<file path="src/rtl/mu0_pkg.sv">
// Shared definitions for the parametrised MU0 core: opcodes, FSM states, ALU functions.
package mu0_pkg;

  localparam int unsigned OP_LDA = 0;
  localparam int unsigned OP_STO = 1;
  localparam int unsigned OP_ADD = 2;
  localparam int unsigned OP_SUB = 3;
  localparam int unsigned OP_JMP = 4;
  localparam int unsigned OP_JGE = 5;
  localparam int unsigned OP_JNE = 6;
  localparam int unsigned OP_STP = 7;
  localparam int unsigned OP_LDI = 8;

  typedef enum logic [2:0] {
    FETCH,
    DECODE,
    MEM_RD,
    MEM_WR,
    HALT
  } state_e;

  typedef enum logic [1:0] {
    PASS_B,
    ADD,
    SUB,
    INC
  } alu_fn_e;

endpackage

</file>
<file path="src/rtl/mu0_alu_p.sv">
// Combinational ALU shared by the accumulator datapath and the PC incrementer.
module mu0_alu_p
  import mu0_pkg::*;
#(
  parameter int unsigned DATA_W = 16
) (
  input  logic [DATA_W-1:0] a,
  input  logic [DATA_W-1:0] b,
  input  alu_fn_e           fn,
  output logic [DATA_W-1:0] y_c
);

  always_comb begin
    y_c = b;
    unique case (fn)
      PASS_B:  y_c = b;
      ADD:     y_c = a + b;
      SUB:     y_c = a - b;
      INC:     y_c = a + DATA_W'(1);
      default: y_c = b;
    endcase
  end

endmodule

</file>
<file path="src/rtl/mu0_core_p.sv">
// Parametrised MU0 core with fetch/decode/execute FSM and req/ack memory handshake.
module mu0_core_p
  import mu0_pkg::*;
#(
  parameter int unsigned DATA_W = 16,
  parameter int unsigned OP_W   = 4,
  localparam int unsigned ADDR_W = DATA_W - OP_W,
  parameter logic [ADDR_W-1:0] RESET_PC = '0
) (
  input  logic              clk,
  input  logic              rst,
  input  logic [DATA_W-1:0] mem_rdata,
  input  logic              mem_ack,
  output logic [ADDR_W-1:0] mem_addr,
  output logic [DATA_W-1:0] mem_wdata,
  output logic              memrq,
  output logic              rnw,
  output logic              halted,
  output logic              illegal,
  output logic [ADDR_W-1:0] pc_dbg,
  output logic [DATA_W-1:0] acc_dbg
);

  state_e            state_q, state_d;
  logic [ADDR_W-1:0] pc_q, pc_d;
  logic [DATA_W-1:0] acc_q, acc_d;
  logic [DATA_W-1:0] ir_q, ir_d;
  logic              illegal_q, illegal_d;

  logic [OP_W-1:0]   opcode;
  logic [ADDR_W-1:0] s_field;
  alu_fn_e           acc_fn;
  logic [DATA_W-1:0] acc_b;
  logic [DATA_W-1:0] acc_y_c;
  logic [ADDR_W-1:0] pc_inc_c;

  assign opcode  = ir_q[DATA_W-1 -: OP_W];
  assign s_field = ir_q[ADDR_W-1:0];

  mu0_alu_p #(.DATA_W(DATA_W)) u_acc_alu (
    .a   (acc_q),
    .b   (acc_b),
    .fn  (acc_fn),
    .y_c (acc_y_c)
  );

  mu0_alu_p #(.DATA_W(ADDR_W)) u_pc_inc (
    .a   (pc_q),
    .b   ('0),
    .fn  (INC),
    .y_c (pc_inc_c)
  );

  // State and architectural registers
  always_ff @(posedge clk or posedge rst) begin
    if (rst) begin
      state_q   <= FETCH;
      pc_q      <= RESET_PC;
      acc_q     <= '0;
      ir_q      <= '0;
      illegal_q <= 1'b0;
    end else begin
      state_q   <= state_d;
      pc_q      <= pc_d;
      acc_q     <= acc_d;
      ir_q      <= ir_d;
      illegal_q <= illegal_d;
    end
  end

  // Next-state and datapath control
  always_comb begin
    state_d   = state_q;
    pc_d      = pc_q;
    acc_d     = acc_q;
    ir_d      = ir_q;
    illegal_d = illegal_q;
    acc_fn    = PASS_B;
    acc_b     = mem_rdata;

    unique case (state_q)
      FETCH: begin
        if (mem_ack) begin
          ir_d    = mem_rdata;
          pc_d    = pc_inc_c;
          state_d = DECODE;
        end
      end

      DECODE: begin
        case (opcode)
          OP_W'(OP_LDA), OP_W'(OP_ADD), OP_W'(OP_SUB): state_d = MEM_RD;
          OP_W'(OP_STO): state_d = MEM_WR;
          OP_W'(OP_JMP): begin
            pc_d    = s_field;
            state_d = FETCH;
          end
          OP_W'(OP_JGE): begin
            if (!acc_q[DATA_W-1]) pc_d = s_field;
            state_d = FETCH;
          end
          OP_W'(OP_JNE): begin
            if (acc_q != '0) pc_d = s_field;
            state_d = FETCH;
          end
          OP_W'(OP_LDI): begin
            acc_b   = DATA_W'(s_field);
            acc_d   = acc_y_c;
            state_d = FETCH;
          end
          OP_W'(OP_STP): state_d = HALT;
          default: begin
            illegal_d = 1'b1;
            state_d   = HALT;
          end
        endcase
      end

      MEM_RD: begin
        if (opcode == OP_W'(OP_ADD)) begin
          acc_fn = ADD;
        end else if (opcode == OP_W'(OP_SUB)) begin
          acc_fn = SUB;
        end
        if (mem_ack) begin
          acc_d   = acc_y_c;
          state_d = FETCH;
        end
      end

      MEM_WR: begin
        if (mem_ack) state_d = FETCH;
      end

      HALT: state_d = HALT;

      default: state_d = FETCH;
    endcase
  end

  // Moore outputs; reset masks the request so an in-flight access is dropped at once
  assign memrq     = !rst && (state_q == FETCH || state_q == MEM_RD || state_q == MEM_WR);
  assign rnw       = (state_q != MEM_WR);
  assign mem_addr  = (state_q == FETCH) ? pc_q : s_field;
  assign mem_wdata = acc_q;
  assign halted    = (state_q == HALT);
  assign illegal   = illegal_q;
  assign pc_dbg    = pc_q;
  assign acc_dbg   = acc_q;

endmodule
</file>
<file path="config.mk">
export PLATFORM = sky130hd
export DESIGN_NAME = mu0_core_p
export DESIGN_NICKNAME = d
export VERILOG_FILES = /design/src/rtl/mu0_pkg.sv /design/src/rtl/mu0_alu_p.sv /design/src/rtl/mu0_core_p.sv
export SDC_FILE = /design/constraint.sdc
export NUM_CORES = 1
export LEC_CHECK = 0
export ABC_AREA = 1
export CORE_MARGIN = 3
export CORE_UTILIZATION = 31
export DETAILED_ROUTE_END_ITERATION = 16
export GPL_TIMING_DRIVEN = 0
export MAX_ROUTING_LAYER = met4
export PLACE_DENSITY = 0.54
export RECOVER_POWER = 25
export SYNTH_ARGS = -nofsm -noshare
export SYNTH_HDL_FRONTEND = slang
export SYNTH_SLANG_ARGS = --single-unit
</file>
<file path="constraint.sdc">
create_clock -name clk -period 3.4 [get_ports clk]
set_input_delay 0.68 -clock clk [delete_from_list [all_inputs] [get_ports clk]]
set_output_delay 0.68 -clock clk [all_outputs]
set_load 0.05 [all_outputs]
</file>
Yosys cells after proc, flatten, opt, wreduce, memory -nomap -nowiden
Index checks and enable logic that the tools add are counted.
{ "word_totals": {"reg_bits": 48, "mem_count": 0, "ram_bits": 0, "elab_cells": 71, "latchBits": 0, "rom_bits": 0, "in_bits": 19} }
{ "op_classes": {"add_sub_neg": 4, "eq_ne": 23, "bitwise": 1, "muxes": 19, "multipliers": 0, "n_reduce_logical": 19, "div": 0, "shift": 0, "order_cmp": 0} }
{ "ops": {"columns": ["op", "count"], "rows": [
  ["$mux W16", 4],
  ["$pmux W16 S4", 1],
  ["$mux W12", 4],
  ["$pmux W12 S3", 1],
  ["$pmux W16 S2", 1],
  ["$pmux W12 S2", 1],
  ["$add A16 B1 Y16 const B", 1],
  ["$add A16 B16 Y16", 1],
  ["$eq A4 B3 Y1 const B", 4],
  ["$reduce_bool A16 Y1", 1],
  ["$sub A16 B16 Y16", 1],
  ["$add A12 B1 Y12 const B", 1],
  ["$pmux W3 S4", 1],
  ["$pmux W3 S3", 1],
  ["$reduce_or A9 Y1", 1],
  ["$eq A4 B2 Y1 const B", 2],
  ["$eq A3 B2 Y1 const B", 2],
  ["$mux W2", 3],
  ["$mux W3", 2],
  ["$ne A3 B3 Y1 const B", 2],
  ["$reduce_and A2 Y1", 3],
  ["$reduce_and A5 Y1", 1],
  ["$eq A2 B2 Y1 const B", 2],
  ["$eq A4 B1 Y1 const B", 1],
  ["20 further kinds", 24]
]} }

Depth between registers and ports, before layout
Gate-level depths: netlist of the first run.
{ "logic_depth": {"depth_word": 8, "ltp_mapped": 28, "depth_no_buf": 27} }

Modules after synthesis
From an unflattened synthesis of the first run, not the netlist that was laid out.
{ "hier_totals": {"cells_unflattened": 806, "area_unflattened_um2": 5157.4} }
{ "by_module_without_submodules": {"columns": ["mod", "area_per_inst_um2", "instances", "seq_area_each_um2", "cells_per_inst"], "rows": [
  ["mu0_core_p", 2623.8, 1, 1201.2, 355],
  ["mu0_alu_p at u_acc_alu", 1493.9, 1, 0.0, 266],
  ["mu0_alu_p at u_pc_inc", 1039.7, 1, 0.0, 185]
]} }

Worst setup path after synthesis of the first run
OpenSTA, ideal clock, no wires.
{ "synth_path": {"kind": "reg-to-reg", "from": "register ir_q[12]", "to": "register acc_q[13], in the netlist acc_dbg[13]", "path_stages_with_launch": 28, "setup_time_ns": 0.123, "slack_ns": 0.287, "t_arrival_ns": 2.990, "period_less_slack_ns": 3.113, "required_time_ns": 3.277, "path_buffers": 1, "cell_sequence": "dfrtp_1 inv_1 nand2_1 nor2_4 nand2_2 buf_6 nand2_1 nand2_2 inv_1 ha_1 nand4_1 o31ai_1 xor2_1 inv_1 ha_1 nand2_1 a21oi_1 nor2_1 nand2_1 nand2_1 nand2_1 nand2_1 nand2_1 nand3_1 nand3_1 nand2_1 o21ai_0 nand2_1"} }
{ "synth_via": {"elab_chain_cells": 8} }
{ "synth_lines": {"columns": ["item", "line_no", "source"], "rows": [
  ["from (decl)", "mu0_core_p.sv:27", "logic [DATA_W-1:0] ir_q, ir_d;"],
  ["from (signal assigned)", "mu0_core_p.sv:66", "ir_q <= ir_d;"],
  ["parallel branches: the longest is 8 deep, another holds $sub A16 B16 Y16", null, null],
  ["to (signal assigned)", "mu0_core_p.sv:59", "acc_q <= '0;"],
  ["to (signal assigned)", "mu0_core_p.sv:65", "acc_q <= acc_d;"],
  ["to (decl)", "mu0_core_p.sv:26", "logic [DATA_W-1:0] acc_q, acc_d;"]
]} }
Several ways; the timed one is not identified. The select of a mux whose other input is x is not followed.
A chain may end at the register's enable or synchronous reset.

Final worst setup path of the first run
{ "layout_path": {"from": "input mem_rdata[2]", "to": "register acc_q[13], in the netlist acc_dbg[13]"} }
{ "layout_via": {"elab_chain_cells": 6} }
{ "layout_lines": {"columns": ["item", "line_no", "source"], "rows": [
  ["from (decl)", "mu0_core_p.sv:12", "input logic [DATA_W-1:0] mem_rdata,"],
  ["$mux W16", "mu0_core_p.sv:91", "case (opcode)"],
  ["$mux W16 *", "mu0_core_p.sv:81", "unique case (state_q)"],
  ["$sub A16 B16 Y16 or $add A16 B16 Y16 (tied branches)", "mu0_alu_p.sv:18, mu0_alu_p.sv:17", null],
  ["$pmux W16 S4 *", "mu0_alu_p.sv:15", "unique case (fn)"],
  ["$mux W16 (on tied branches)", "mu0_core_p.sv:125, mu0_core_p.sv:91", null],
  ["$pmux W16 S2 *", "mu0_core_p.sv:81", null]
]} }
Mark *: on every way between the ends. The rest lies on a longest branch, timed or not. The select of a mux whose other input is x is not followed.

==> results of run 1 <==
## kinds of logic after synthesis
kind of cell,Yosys count,synth area share
DFF,48,0.2970
muxes,7,0.01949
AOI/OAI and AO/OA,126,0.1711
and+or+nand+nor,257,0.2831
adders and majority gates,22,0.06993
xor gates and xnor gates,20,0.04331
buffers and inverters,105,0.1160
## layout by cell type, fill, tap and decap left out, types with 4 or more instances in the layout
cell type | synthesis | routed
ha_4 | 0 | 8
clkbuf_16 | 0 | 5
nor2_4 | 5 | 5
nand3_1 | 37 | 32
clkdlybuf4s50_1 | 0 | 65
a31oi_1 | 5 | 4
dlymetal6s2s_1 | 0 | 12
inv_2 | 1 | 10
nand2_2 | 14 | 23
a31o_2 | 4 | 4
o21ai_0 | 58 | 56
mux2_2 | 7 | 7
clkbuf_1 | 11 | 11
o211ai_1 | 5 | 5
nor4_1 | 5 | 5
nor2_2 | 2 | 5
nand2_1 | 124 | 112
buf_4 | 16 | 33
nor2_1 | 53 | 50
dfrtp_1 | 48 | 48
o22ai_1 | 7 | 7
ha_2 | 0 | 4
nand3_2 | 2 | 7
a21oi_1 | 39 | 34
xor2_1 | 16 | 15
nand4_1 | 4 | 4
nor3_1 | 7 | 5
ha_1 | 21 | 9
inv_1 | 68 | 59
## sequential cells by signal, indices dropped and copies added, names as in the netlist
name	cells
state_q	3
ir_q	16
illegal	1
pc_dbg	12
acc_dbg	16
## worst max-delay path, delay by kind of cell
kind,cells,cell delay [ns]
buffers and inverters,3,0.64
adders and majority gates,1,0.38
and+or+nand+nor,14,1.07
xor gates and xnor gates,1,0.17
AOI/OAI and AO/OA,3,0.47
## metal layers
metal  wire length (um)  vias up
met5                  0        -
met4                180        0
met3                452       19
met2               6253       99
met1               5821     1962
li1                   -     2123
## per-stage QoR
step	setup TNS, ns	power (W)
floorplan	0	0.004026
detailed placement	-1.628	0.005263
global placement	-1.522	0.005231
global route	-0.2449	0.006650
CTS	0	0.005963
finish	0	0.006222
## final timing paths
check                                      from                 endpoint  slack, ns  depth (start not counted)
max                                mem_rdata[2]  acc_dbg[13]$_DFFE_PP0P_       0.18                         22
min                         illegal$_DFFE_PP0P_      illegal$_DFFE_PP0P_       0.48                          1
max reg2reg                ir_q[14]$_DFFE_PP0P_  acc_dbg[13]$_DFFE_PP0P_       0.18                         26
min reg2reg                 illegal$_DFFE_PP0P_      illegal$_DFFE_PP0P_       0.48                          1
max in group asynchronous                   rst   acc_dbg[3]$_DFFE_PP0P_       0.50                          3
min in group asynchronous                   rst     ir_q[13]$_DFFE_PP0P_       0.96                          2
## what timing repair did
action	in CTS	in global routing
gates cloned	0	0
hold buffers	0	0
setup buffers	7	10
pin swaps	8	31
gates resized for setup	12	70
hold endpoints to repair	0	0
endpoints found under the setup margin	5	19
## cell type report
class,instances,area [um2],share of cell area
buffer,34,210.2,0.03711
clock buffer,6,138.9,0.02452
clock inverter,2,38.79,0.006848
inverter,70,262.8,0.04639
multi-input combinational,432,2646,0.4672
sequential,48,1201,0.2121
tap,172,215.2,0.03799
timing repair buffer,96,950.9,0.1679
## power breakdown
group	switching, W	internal [W]	leakage (nW)
Sequential	0.000353	0.000840	0.568
Combinational	0.00284	0.00159	2.03
Clock	0.000238	0.000369	0.0871
Total	0.00343	0.00280	2.68
==> impl_results.md, run 1 <==
* CTS tree: built
* Residual overflow from global routing at 0
* Fin area at 5664 um2
* Synth Flop Type: dfrtp_1
* Synth cell count leaders: nand2_1, inv_1, o21ai_0, nor2_1, dfrtp_1
* Max-Cap Viols at 0
* Final max-slew violation count at 0
* CTS buffer count at 5
* Worst skew pair latency at 0.30 ns
* Synth Warn # at 0
* Startpoint type of the worst setup path: primary input
* CORE AREA at 12670 um2
* Synth Instances at 585
* Clock slew at reported path FFs at 0.07 ns
* Non-filler instance count after layout at 860
* Met1 global-route usage at 0.2191
* Max Root-Sink Buffers at 2
* Sequential share of the synthesized area at 0.2970
* Placed cell count at 836
* GR Layer Usage met3 at 0.02292
* CP most frequent cell: nand2_1
* CP cell instances: clkdlybuf4s50_1 > nand2_1 > o21ai_2 > inv_1 > nand2_2 > o31ai_1 > xor2_1 > inv_1 > ha_2 > nand2_4 > nor2_2 > nand2_1 > nand2_2 > nand2_1 > nand2_1 > nand2_1 > nand2_1 > nand3_2 > nand3_1 > nand2_1 > o21ai_1 > nand2_1
* Pleak at 2.683 nW
* Clock Skew at 0.008782 ns
* Antenna viol nets, final at 0
* Syn Nets at 626
* Vias in the first global route at 4042
* Final wirelength at 12.71 mm
* Status: complete, no violations
* Number of flops mapped to enable cells by yosys at 0
* Setup violations, final at 0
* Yosys cell types at 38
* Arrival time at the worst endpoint at 3.41 ns
* Via density per instance at 4.887
* Vias at 4203
* First-pass GRT wire length at 19.89 mm
* Layout cell share with drive strength beyond 1 at 0.2035
* Most common cell in the netlist: nand2_1
* Gr usage total at 0.1745
* Crit Path Class: in -> reg
* Die area at 14450 um2
* Fin util at 0.4470
* Post-route DRC at 0
* Hold Crit Class: reg -> reg
* Grt met2 use at 0.3024
* Synth top area share at 0.2970
* Pwr Density at 1099 nW/um2
* Number of antenna violations at the first check in global routing at 0
* # rows at 41
* Port Buf Inserts at 78
* Diodes inserted at 0
* Slowest CP cell: clkdlybuf4s50_1
* CP required at 3.59 ns
* Top post-synthesis cells by area: dfrtp_1, nand2_1, o21ai_0
* CP peak stage delay at 0.44 ns
* CTS sink count at 48
* H-tree Lvls at 2
* Root cell of the clock tree: clkbuf_16
* CP max FO at 4
* GP Congestion at 0.9054
* Synth area leader: dfrtp_1
* Maximum vdd ir drop at 0.0006839 V
* Syn Std Cell Area at 4044 um2
* Min Tclk post-route at 3.219 ns
* Nets at 728
* Die span in x at 120.2 um
* Final worst-path cycle share at 0.9469
* Drt wl/cell at 14.78 um
* Crit. End Element: flip-flop
* Final WS setup at 0.1807 ns
* Max-slew headroom at 0.007672
* Initial Util at 0.3191
* Async S/R FF share, synth at 1.000
* Hold WS at 0.4832 ns
* Syn-to-layout area delta at 40.07%
* Worst slack, placed at -0.3766 ns
* 1st-pass router iterations at 4
* Final hold vios at 0
* DR iter-0 viols at 254
* Filler instances at 1301
* Gr busiest metal: met2
* Largest net degree at the start of global routing at 32
* Top-level I/O count at 79
* FMAX at 310.6 MHz
* Post-DP HPWL at 9.629 mm
* Avg Cell Area, Syn at 6.913 um2
* Post-Place Cell Area at 5060 um2
* RSZ-0062 raised after global routing: yes
* Slew @ Worst Pin at 1.488 ns
* Die Height at 120.2 um
* Seq cells post-synth at 48
Note: power is estimated with default switching activity, not from simulation.
==> run 2, diff against run 1 <==
--- a/config.mk
+++ b/config.mk
@@ -13,6 +13,7 @@
 export MAX_ROUTING_LAYER = met4
 export PLACE_DENSITY = 0.54
 export RECOVER_POWER = 25
+export SKIP_CTS_REPAIR_TIMING = 1
 export SYNTH_ARGS = -nofsm -noshare
 export SYNTH_HDL_FRONTEND = slang
 export SYNTH_SLANG_ARGS = --single-unit
==> run 2 against run 1 <==
Cell count grew 0.35%. Global-route usage decreased by 0.10 points. Register-to-register slack lost 0.13 ns. Critical path depth grew 3. Count of clock-buffer cells in the layout unchanged. Highest routed layer unchanged. Combinational power shrank 0.9%. Clock skew shrank 0.0022 ns.
==> impl_results.md, run 2 (synthesis results as in run 1) <==
* Clock slew at reported path FFs at 0.07 ns
* Pwr Density at 1098 nW/um2
* # rows at 41
* Antenna viol nets, final at 0
* Crit Path Class: reg -> reg
* Crit. End Element: flip-flop
* Hold Crit Class: reg -> reg
* Final max-slew violation count at 0
* Final wirelength at 12.65 mm
* Slowest CP cell: dfrtp_1
* Post-route DRC at 0
* Largest net degree at the start of global routing at 32
* Top-level I/O count at 79
* Vias in the first global route at 3974
* Layout cell share with drive strength beyond 1 at 0.1968
* Die span in x at 120.2 um
* Reg-to-reg endpoint: acc_dbg[15]$_DFFE_PP0P_
* Status: complete, no violations
* Drt wl/cell at 14.65 um
* Initial Util at 0.3191
* Die Height at 120.2 um
* Reg2reg setup slack at 0.05 ns
* Clk pwr share at 0.097
* Min Tclk post-route at 3.352 ns
* Clock Skew at 0.006550 ns
* Startpoint type of the worst setup path: flip-flop
* Max Root-Sink Buffers at 2
* DR iter-0 viols at 239
* Maximum vdd ir drop at 0.0006828 V
* Gr busiest metal: met2
* Cell-internal power at 0.002768 W
* R2R cell count at 25
* Flop pwr share at 0.193
* Switching component of the power at 0.003409 W
* GP Congestion at 0.9054
* Reg-to-reg startpoint: ir_q[12]$_DFFE_PP0P_
* CTS buffer count at 5
* Die area at 14450 um2
* CP most frequent cell: nand2_1
* Via density per instance at 4.927
* Syn-to-layout area delta at 39.17%
* Grt met2 use at 0.2975
* CP peak stage delay at 0.39 ns
* Arrival time at the worst endpoint at 3.59 ns
* Residual overflow from global routing at 0
* Multi-input gate area at 2594 um2
* Diodes inserted at 0
* Placed cell count at 836
* Pleak at 2.679 nW
* Final worst-path cycle share at 0.9858
* Endpoint, Worst Hold: illegal$_DFFE_PP0P_
* Slew @ Worst Pin at 1.479 ns
* Worst slack, placed at -0.3766 ns
* Combinational share of power at 0.710
* Fraction of power spent switching nets at 0.5519
* Max-Cap Viols at 0
* RSZ-0062 raised after global routing: yes
* Post-DP HPWL at 9.629 mm
* Commonest non-fill, non-tap cells in the layout: nand2_1, clkdlybuf4s50_1, inv_1
* Port Buf Inserts at 78
* Worst skew pair latency at 0.29 ns
* Number of antenna violations at the first check in global routing at 0
* CP max FO at 10
* Met1 global-route usage at 0.2203
* Final WS setup at 0.04822 ns
* CORE AREA at 12670 um2
* Vias at 4252
* Final hold vios at 0
* CTS sink count at 48
* Commonest non-fill, non-tap cell in the layout: nand2_1
* Max-slew headroom at 0.01413
* Setup violations, final at 0
* Fin util at 0.4442
* Hold_sp: illegal$_DFFE_PP0P_
* First-pass GRT wire length at 19.77 mm
* Gr usage total at 0.1735
* Hold path cells at 1
* 1st-pass router iterations at 5
* Post-Place Cell Area at 5060 um2
* Total chip power at 0.006177 W
* H-tree Lvls at 2
* CTS tree: built
* Non-filler instance count after layout at 863
* GR Layer Usage met3 at 0.02292
* Sequential cell area at 1202 um2
* Nets at 731
* Fin area at 5628 um2
* Root cell of the clock tree: clkbuf_16
* Filler instances at 1311
* FMAX at 298.3 MHz
* CP required at 3.64 ns
## run 2: cell count changes in the layout (fill, tap and decap cells not counted), sizes merged
cell           change
clkdlybuf4s50      +2
clkbuf             +1
dlymetal6s2s       -2
buf                +2
## run 2: critical path, delay by kind of cell, from the launching register on
family          cells  cell delay [ns]
flops               1             0.39
compound gates      1             0.22
buf+inv             5             0.58
simple gates       16             1.42
xor+xnor            1             0.18
fa+ha+maj           2             0.49
## run 2: worst max path at each step
stage / from / end / slack (ns) / cells after the start
after floorplan: ir_q[12]$_DFFE_PP0P_ / acc_dbg[13]$_DFFE_PP0P_ / 0.29 / 27
after global placement: mem_rdata[1] / acc_dbg[13]$_DFFE_PP0P_ / -0.34 / 23
after detailed placement: mem_rdata[1] / acc_dbg[13]$_DFFE_PP0P_ / -0.38 / 23
after CTS: ir_q[13]$_DFFE_PP0P_ / acc_dbg[13]$_DFFE_PP0P_ / -0.25 / 27
after global routing: ir_q[13]$_DFFE_PP0P_ / acc_dbg[15]$_DFFE_PP0P_ / -0.23 / 26
final: ir_q[12]$_DFFE_PP0P_ / acc_dbg[15]$_DFFE_PP0P_ / 0.05 / 25
## run 2: layout make-up
cell class                      count  area share
Buffer                             35     0.03824
Inverter                           70     0.04669
Multi-Input combinational cell    432      0.4609
Timing Repair Buffer               98      0.1707
Sequential cell                    48      0.2136
Clock inverter                      2    0.006892
Tap cell                          172     0.03824
Clock buffer                        6     0.02468
## run 2: per-layer routing
layer / vias up / routed length, um
li1: 2134 / -
met1: 2015 / 5750
met2: 99 / 6330
met3: 4 / 513
met4: 0 / 53
met5: - / 0
## run 2: power groups by stage
stage               combinational (W)  sequential [W]  clock, W
floorplan                     0.00239         0.00163         0
global placement              0.00406         0.00117         0
detailed placement            0.00409         0.00118         0
CTS                           0.00411         0.00117  0.000625
global route                  0.00472         0.00124  0.000646
finish                        0.00438         0.00119  0.000602
## run 2: metrics by stage
step	hold slack (ns)	TNS [ns]
after floorplan	0.4979	0
after detailed placement	0.4800	-1.628
after global placement	0.4694	-1.522
after CTS	0.4956	-0.7080
final	0.4837	0
after global routing	0.5215	-0.9680
